**config.mk**
```make
export PLATFORM = sky130hd
export DESIGN_NAME = sha256_message_schedule_flat
export DESIGN_NICKNAME = d
export VERILOG_FILES = /design/src/rtl/sha256_message_schedule_if.sv /design/src/rtl/sha256_message_schedule.sv /design/src/flat_wrapper.sv
export SDC_FILE = /design/constraint.sdc
export NUM_CORES = 1
export LEC_CHECK = 0
export CAP_MARGIN = 15
export CORE_ASPECT_RATIO = 0.5
export CORE_UTILIZATION = 68
export CTS_BUF_LIST = sky130_fd_sc_hd__clkbuf_16
export DETAILED_ROUTE_END_ITERATION = 10
export DONT_BUFFER_PORTS = 1
export PLACE_DENSITY = 0.84
export SLEW_MARGIN = 20
export SYNTH_ARGS = -nofsm -noshare
export SYNTH_HDL_FRONTEND = slang
export SYNTH_SLANG_ARGS = --single-unit
```
**constraint.sdc**
```tcl
create_clock -name clk -period 7.5 [get_ports clk]
set_clock_uncertainty 0.2 [all_clocks]
set_input_delay 0.75 -clock clk [delete_from_list [all_inputs] [get_ports clk]]
set_output_delay 0.75 -clock clk [all_outputs]
set_load 0.1 [all_outputs]
```
**src/rtl/sha256_message_schedule_if.sv**
```systemverilog
// Block-in / round-word-out bus of the SHA-256 message schedule.
// The scheduler is the slave; whoever feeds blocks and drains rounds is the master.
interface sha256_message_schedule_if;
   logic         block_valid;
   logic [511:0] block_data;
   logic         block_ready;
   logic         abort;
   logic         w_valid;
   logic         w_ready;
   logic [31:0]  w_data;
   logic [31:0]  k_out;
   logic [5:0]   round_idx;
   logic         w_last;

   modport master (
      output block_valid, block_data, abort, w_ready,
      input  block_ready, w_valid, w_data, k_out, round_idx, w_last
   );

   modport slave (
      input  block_valid, block_data, abort, w_ready,
      output block_ready, w_valid, w_data, k_out, round_idx, w_last
   );
endinterface

```
**src/rtl/sha256_message_schedule.sv**
```systemverilog
// SHA-256 message schedule: expands one 512-bit block into W[0..63] with K[t], one round per handshake.
// Define SHA256_SCHED_CSA_EN to build the window update sum as two 3:2 carry-save stages plus one adder.
module sha256_message_schedule #(
   parameter int ROUNDS = 64
) (
   input  logic                      clk,
   input  logic                      reset_n,
   sha256_message_schedule_if.slave  bus
);

   localparam logic [5:0] LAST_T = 6'(ROUNDS - 1);

   localparam logic [31:0] K_ROM [64] = '{
      32'h428a2f98, 32'h71374491, 32'hb5c0fbcf, 32'he9b5dba5, 32'h3956c25b, 32'h59f111f1, 32'h923f82a4, 32'hab1c5ed5,
      32'hd807aa98, 32'h12835b01, 32'h243185be, 32'h550c7dc3, 32'h72be5d74, 32'h80deb1fe, 32'h9bdc06a7, 32'hc19bf174,
      32'he49b69c1, 32'hefbe4786, 32'h0fc19dc6, 32'h240ca1cc, 32'h2de92c6f, 32'h4a7484aa, 32'h5cb0a9dc, 32'h76f988da,
      32'h983e5152, 32'ha831c66d, 32'hb00327c8, 32'hbf597fc7, 32'hc6e00bf3, 32'hd5a79147, 32'h06ca6351, 32'h14292967,
      32'h27b70a85, 32'h2e1b2138, 32'h4d2c6dfc, 32'h53380d13, 32'h650a7354, 32'h766a0abb, 32'h81c2c92e, 32'h92722c85,
      32'ha2bfe8a1, 32'ha81a664b, 32'hc24b8b70, 32'hc76c51a3, 32'hd192e819, 32'hd6990624, 32'hf40e3585, 32'h106aa070,
      32'h19a4c116, 32'h1e376c08, 32'h2748774c, 32'h34b0bcb5, 32'h391c0cb3, 32'h4ed8aa4a, 32'h5b9cca4f, 32'h682e6ff3,
      32'h748f82ee, 32'h78a5636f, 32'h84c87814, 32'h8cc70208, 32'h90befffa, 32'ha4506ceb, 32'hbef9a3f7, 32'hc67178f2
   };

   typedef enum logic { IDLE = 1'b0, RUN = 1'b1 } state_t;

   state_t      state_q;
   logic [5:0]  round_q;
   logic [31:0] win [16];
   logic        vld_q;
   logic        last_q;
   logic        rdy_q;
   logic [31:0] w_next;

   function automatic logic [31:0] rotr(input logic [31:0] x, input int unsigned n);
      return (x >> n) | (x << (32 - n));
   endfunction

   function automatic logic [31:0] sigma0(input logic [31:0] x);
      return rotr(x, 7) ^ rotr(x, 18) ^ (x >> 3);
   endfunction

   function automatic logic [31:0] sigma1(input logic [31:0] x);
      return rotr(x, 17) ^ rotr(x, 19) ^ (x >> 10);
   endfunction

   function automatic logic [31:0] sum4(input logic [31:0] a, input logic [31:0] b,
                                        input logic [31:0] c, input logic [31:0] d);
`ifdef SHA256_SCHED_CSA_EN
      logic [31:0] s1, m1, c1, s2, m2, c2;
      s1 = a ^ b ^ c;
      m1 = (a & b) | (a & c) | (b & c);
      c1 = {m1[30:0], 1'b0};
      s2 = s1 ^ c1 ^ d;
      m2 = (s1 & c1) | (s1 & d) | (c1 & d);
      c2 = {m2[30:0], 1'b0};
      return s2 + c2;
`else
      return ((a + b) + c) + d;
`endif
   endfunction

   assign w_next = sum4(sigma1(win[14]), win[9], sigma0(win[1]), win[0]);

   assign bus.block_ready = rdy_q;
   assign bus.w_valid     = vld_q;
   assign bus.w_last      = last_q;
   assign bus.round_idx   = round_q;
   assign bus.w_data      = win[0];
   assign bus.k_out       = K_ROM[round_q];

   always_ff @(posedge clk or negedge reset_n) begin
      if (!reset_n) begin
         state_q <= IDLE;
         round_q <= '0;
         vld_q   <= 1'b0;
         last_q  <= 1'b0;
         rdy_q   <= 1'b0;
         for (int i = 0; i < 16; i++) win[i] <= '0;
      end else begin
         case (state_q)
            IDLE: begin
               rdy_q <= 1'b1;
               // abort vetoes acceptance; otherwise it has nothing to cancel here
               if (bus.block_valid && rdy_q && !bus.abort) begin
                  for (int i = 0; i < 16; i++) win[i] <= bus.block_data[511 - 32*i -: 32];
                  round_q <= '0;
                  state_q <= RUN;
                  rdy_q   <= 1'b0;
                  vld_q   <= 1'b1;
                  last_q  <= (LAST_T == 6'd0);
               end
            end
            RUN: begin
               if (bus.abort) begin
                  state_q <= IDLE;
                  round_q <= '0;
                  vld_q   <= 1'b0;
                  last_q  <= 1'b0;
                  rdy_q   <= 1'b1;
               end else if (bus.w_ready) begin
                  for (int i = 0; i < 15; i++) win[i] <= win[i + 1];
                  win[15] <= w_next;
                  if (round_q == LAST_T) begin
                     state_q <= IDLE;
                     round_q <= '0;
                     vld_q   <= 1'b0;
                     last_q  <= 1'b0;
                     rdy_q   <= 1'b1;
                  end else begin
                     round_q <= round_q + 6'd1;
                     last_q  <= (round_q + 6'd1 == LAST_T);
                  end
               end
            end
            default: state_q <= IDLE;
         endcase
      end
   end

endmodule

```
**src/flat_wrapper.sv**
```systemverilog
// flat-port wrapper written by rule: the top's interface ports become plain ports
module sha256_message_schedule_flat 
#(
   parameter int ROUNDS = 64
)
  (clk, reset_n, bus_block_valid, bus_block_data, bus_abort, bus_w_ready, bus_block_ready, bus_w_valid, bus_w_data, bus_k_out, bus_round_idx, bus_w_last);
  sha256_message_schedule_if bus_i ();
  input  logic clk;
  input  logic reset_n;
  input wire logic [$bits(bus_i.block_valid)-1:0] bus_block_valid;
  input wire logic [$bits(bus_i.block_data)-1:0] bus_block_data;
  input wire logic [$bits(bus_i.abort)-1:0] bus_abort;
  input wire logic [$bits(bus_i.w_ready)-1:0] bus_w_ready;
  output wire logic [$bits(bus_i.block_ready)-1:0] bus_block_ready;
  output wire logic [$bits(bus_i.w_valid)-1:0] bus_w_valid;
  output wire logic [$bits(bus_i.w_data)-1:0] bus_w_data;
  output wire logic [$bits(bus_i.k_out)-1:0] bus_k_out;
  output wire logic [$bits(bus_i.round_idx)-1:0] bus_round_idx;
  output wire logic [$bits(bus_i.w_last)-1:0] bus_w_last;
  assign bus_i.block_valid = bus_block_valid;
  assign bus_i.block_data = bus_block_data;
  assign bus_i.abort = bus_abort;
  assign bus_i.w_ready = bus_w_ready;
  assign bus_block_ready = bus_i.block_ready;
  assign bus_w_valid = bus_i.w_valid;
  assign bus_w_data = bus_i.w_data;
  assign bus_k_out = bus_i.k_out;
  assign bus_round_idx = bus_i.round_idx;
  assign bus_w_last = bus_i.w_last;
  sha256_message_schedule #(.ROUNDS(ROUNDS)) u_core (.clk(clk), .reset_n(reset_n), .bus(bus_i));
endmodule
```
==> results by group <==
Status
  • Status: finished with violations
  • Violated checks: hold timing, slew limit

Detailed routing
  • Max Used Layer: met5
  • Vias per std cell: 6.617
  • Met3 wire len: 10370 um
  • Initial drt markers: 3807
  • Drt pass-1 iters: 5
  • Routed via count: 25.36k
  • Routed wire length: 104300 um
  • Wire per inst: 27.22 um
  • DRC Markers: 0
  • Met1 wire length: 41660 um
  • WL met2: 46100 um
  • Final ANT Viol Nets: 0

Layout
  • Fillers: 3323
  • Leading cell type in the layout, fill and taps excluded: nand2_1
  • Nets: 3807
  • Share of cells above drive strength 1: 4.321%
  • Commonest cells after routing, fill and taps aside: 591 x nand2_1, 588 x o21ai_0, 515 x dfrtp_1
  • Area added between synthesis and finish: 4.348%

Die
  • DIE WIDTH: 306.0 um
  • IO Pins: 590
  • Initial core utilization: 69.18%
  • CORE AREA: 0.04542 sq mm
  • DIE AREA: 0.04713 sq mm
  • Rows: 55
  • Die Y: 154.0 um

Clocking
  • CTS Buf Count: 45
  • Number of gates resized after CTS: 0
  • CTS tree: built
  • Worst-skew pair later-pin latency: 0.60 ns
  • H-tree depth: 2
  • CTS max path bufs: 3
  • Setup Buffers After CTS: 0
  • Clk slew on worst S/H paths: 0.07 ns
  • Num Clock Sinks: 522
  • Clock root cell: clkbuf_16

Placed design
  • IO buf count: 0
  • Gpl congestion: 0.9838
  • Hpwl dp: 77550 um

Global routing
  • Vias in the first global route: 23.88k
  • First-pass GRT wire length: 153500 um
  • GRT Util Overall: 43.97%
  • Initial antenna violation count: 19
  • Largest net degree at the start of global routing: 523
  • Total gr overflow: 0

Yosys
  • Syn avg cell area: 9.127 sq um
  • Yosys reg bits: 522
  • FFs w/ async S/R, synth: 100.0%
  • Yosys Warn Count: 0
  • Post-synth EDFFs: 0
  • Mapped Area: 0.03142 sq mm
  • Syn Inst Count: 3443
  • Distinct cells, synth: 64
  • Register area share after synthesis: 41.57%
  • Syn Nets: 4070
  • Most used DFF post-synth: dfrtp_1

Timing
  • Period Utilization, post-route: 75.19%
  • Final Max Slew Viols: 184
  • Worst relative slew slack: -8.432%
  • Final setup viols: 0
  • Final Critical Period: 5.639 ns
  • Actual slew at the worst max-slew pin: 1.626 ns
  • RSZ-0062 raised after global routing: false
  • Hold slack: -0.3074 ns
  • Setup TNS: 0 ns
  • Fmax: 177.3 MHz
  • Fin. Hold Viols: 399

Worst setup path
  • Critical-path top delay cell: o21a_1
  • WS Path Type: reg -> out
  • Max incr delay on CP: 0.84 ns
  • CP Cell Sequence: buf_4 > ha_1 > nor2_1 > mux4_2 > o221ai_1 > o21ai_0 > o21ai_0 > o21a_1
  • Buf+Inv Stages, Crit Path: 1
  • Arr. time, crit path: 4.69 ns
  • Reg2reg path depth: 13
  • Worst path required time: 6.55 ns
  • Levels on crit path: 8
  • Crit path max fanout: 21
  • Top delay family on crit path: compound AO/OA/AOI/OAI gates
  • Most common cell on crit path: o21ai_0
  • CP Capture Type: output port
  • CP Launch Type: flip-flop

Job
  • Max-cap viol count: 0

Min path
  • Hold Crit Class: in -> async
## area by class of cell
cell class | instances | area [sq um] | area share (%)
repair buffers | 22 | 240.2 | 0.7327
flip-flops and latches | 522 | 13080 | 39.90
well taps | 598 | 748.2 | 2.282
clock buffers | 45 | 1126 | 3.434
clock inverters | 39 | 370.4 | 1.130
diodes | 17 | 42.54 | 0.1297
inverters | 138 | 518.0 | 1.580
multi-input cells | 2451 | 16660 | 50.81
## worst register-to-register path, cell delays in order (launching register included)
cell and delay (ns):
dfrtp_1 0.46, xnor2_1 0.17, xnor2_1 0.32, fa_1 0.49, fa_1 0.45, ha_1 0.26, fa_1 0.50, a211oi_1 0.33
or3_4 0.20, a32oi_4 0.13, a31oi_1 0.41, o21ai_1 0.20, mux2_1 0.35, o21ai_1 0.11
## cell usage after synthesis, types with 3 or more instances
cell / number / share of area, %
o21ai_0: 596 / 9.5
nand2_1: 591 / 7.1
dfrtp_1: 522 / 42
mux2i_1: 502 / 16
clkbuf_1: 274 / 3.3
inv_1: 137 / 1.6
a21oi_1: 131 / 2.1
xnor2_1: 124 / 3.5
nor2_1: 87 / 1.0
fa_1: 62 / 3.9
ha_1: 48 / 1.9
buf_4: 32 / 0.76
nor3_1: 30 / 0.48
a21o_1: 26 / 0.62
nand3_1: 25 / 0.40
xor2_1: 25 / 0.70
a211oi_1: 24 / 0.57
a31oi_1: 23 / 0.46
buf_1: 19 / 0.23
nor3b_1: 15 / 0.36
o211ai_1: 15 / 0.36
a311oi_1: 8 / 0.22
nor2b_1: 8 / 0.16
o21ai_1: 8 / 0.13
o21bai_1: 8 / 0.19
buf_2: 7 / 0.11
nand4_1: 7 / 0.14
o311ai_0: 7 / 0.20
o31ai_1: 6 / 0.14
and3_1: 5 / 0.10
mux4_2: 5 / 0.36
o221ai_1: 5 / 0.14
or3_1: 5 / 0.10
a221o_1: 4 / 0.13
and2_1: 4 / 0.080
nand2b_1: 4 / 0.080
o21a_1: 4 / 0.096
o22ai_1: 4 / 0.080
a2111oi_0: 3 / 0.084
nand3b_1: 3 / 0.072
## logic make-up (layout without fill, tap and decap cells)
logic type               after synthesis  count (layout)  share of synthesized area, %
AO/OA/AOI/OAI                        894             894                         15.78
adder cells (fa/ha/maj)              110             110                         5.861
XOR/XNOR                             149             149                         4.153
multiplexers                         510             510                         16.46
flip-flops                           522             522                         41.57
other                                  0              17                             0
buffers and inverters                470             244                         6.025
AND/OR/NAND/NOR                      788             788                         10.16
## stage by stage
| stage | instance area (sq um) | hold WS (ns) | std cells | utilization, % | worst slack, ns |
|---|---|---|---|---|---|
| 2_1_floorplan | 31420 | 0.2496 | 3443 | - | 1.549 |
| 3_3_place_gp | 31190 | 0.2609 | 3731 | 68.67 | 2.679 |
| 3_5_place_dp | 31240 | 0.2696 | 3731 | 68.79 | 2.596 |
| 4_1_cts | 32740 | -0.3213 | 3815 | 72.08 | 1.983 |
| 5_1_grt | 32780 | -0.3120 | 3829 | 72.18 | 1.739 |
| 6_report | 32790 | -0.3074 | 3832 | 72.19 | 1.861 |
## sequential cells by signal, indices dropped and copies added, names as in the netlist
signal                  flops
u_core.bus.w_data          32
u_core.state_q              1
u_core.bus.w_valid          1
u_core.win                480
u_core.bus.w_last           1
u_core.bus.round_idx        6
u_core.bus.block_ready      1
## final timing paths
check | startpoint | end | slack, ns
setup / recovery | u_core.bus.round_idx[1]$_DFFE_PN0P_ | bus_k_out[8] | 1.86
hold / removal | reset_n | u_core.bus.round_idx[2]$_DFFE_PN0P_ | -0.31
setup reg to reg | u_core.win[456]$_DFFE_PN0P_ | u_core.win[29]$_DFFE_PN0P_ | 2.84
hold reg to reg | u_core.win[157]$_DFFE_PN0P_ | u_core.win[157]$_DFFE_PN0P_ | 0.28
max in group asynchronous | reset_n | u_core.win[3]$_DFFE_PN0P_ | 6.16
min in group clk | bus_abort | u_core.state_q$_DFF_PN0_ | 0.07
## metal layers
metal | track usage, % | vias to the layer above
met5 | 0 | -
met4 | 22.85 | 8
met3 | 10.20 | 350
met2 | 65.12 | 1484
met1 | 60.88 | 12270
li1 | - | 11250
Power is left out: the tool's default activity adds up to more than one toggle a clock period on the data nets, which glitch-free logic cannot reach.
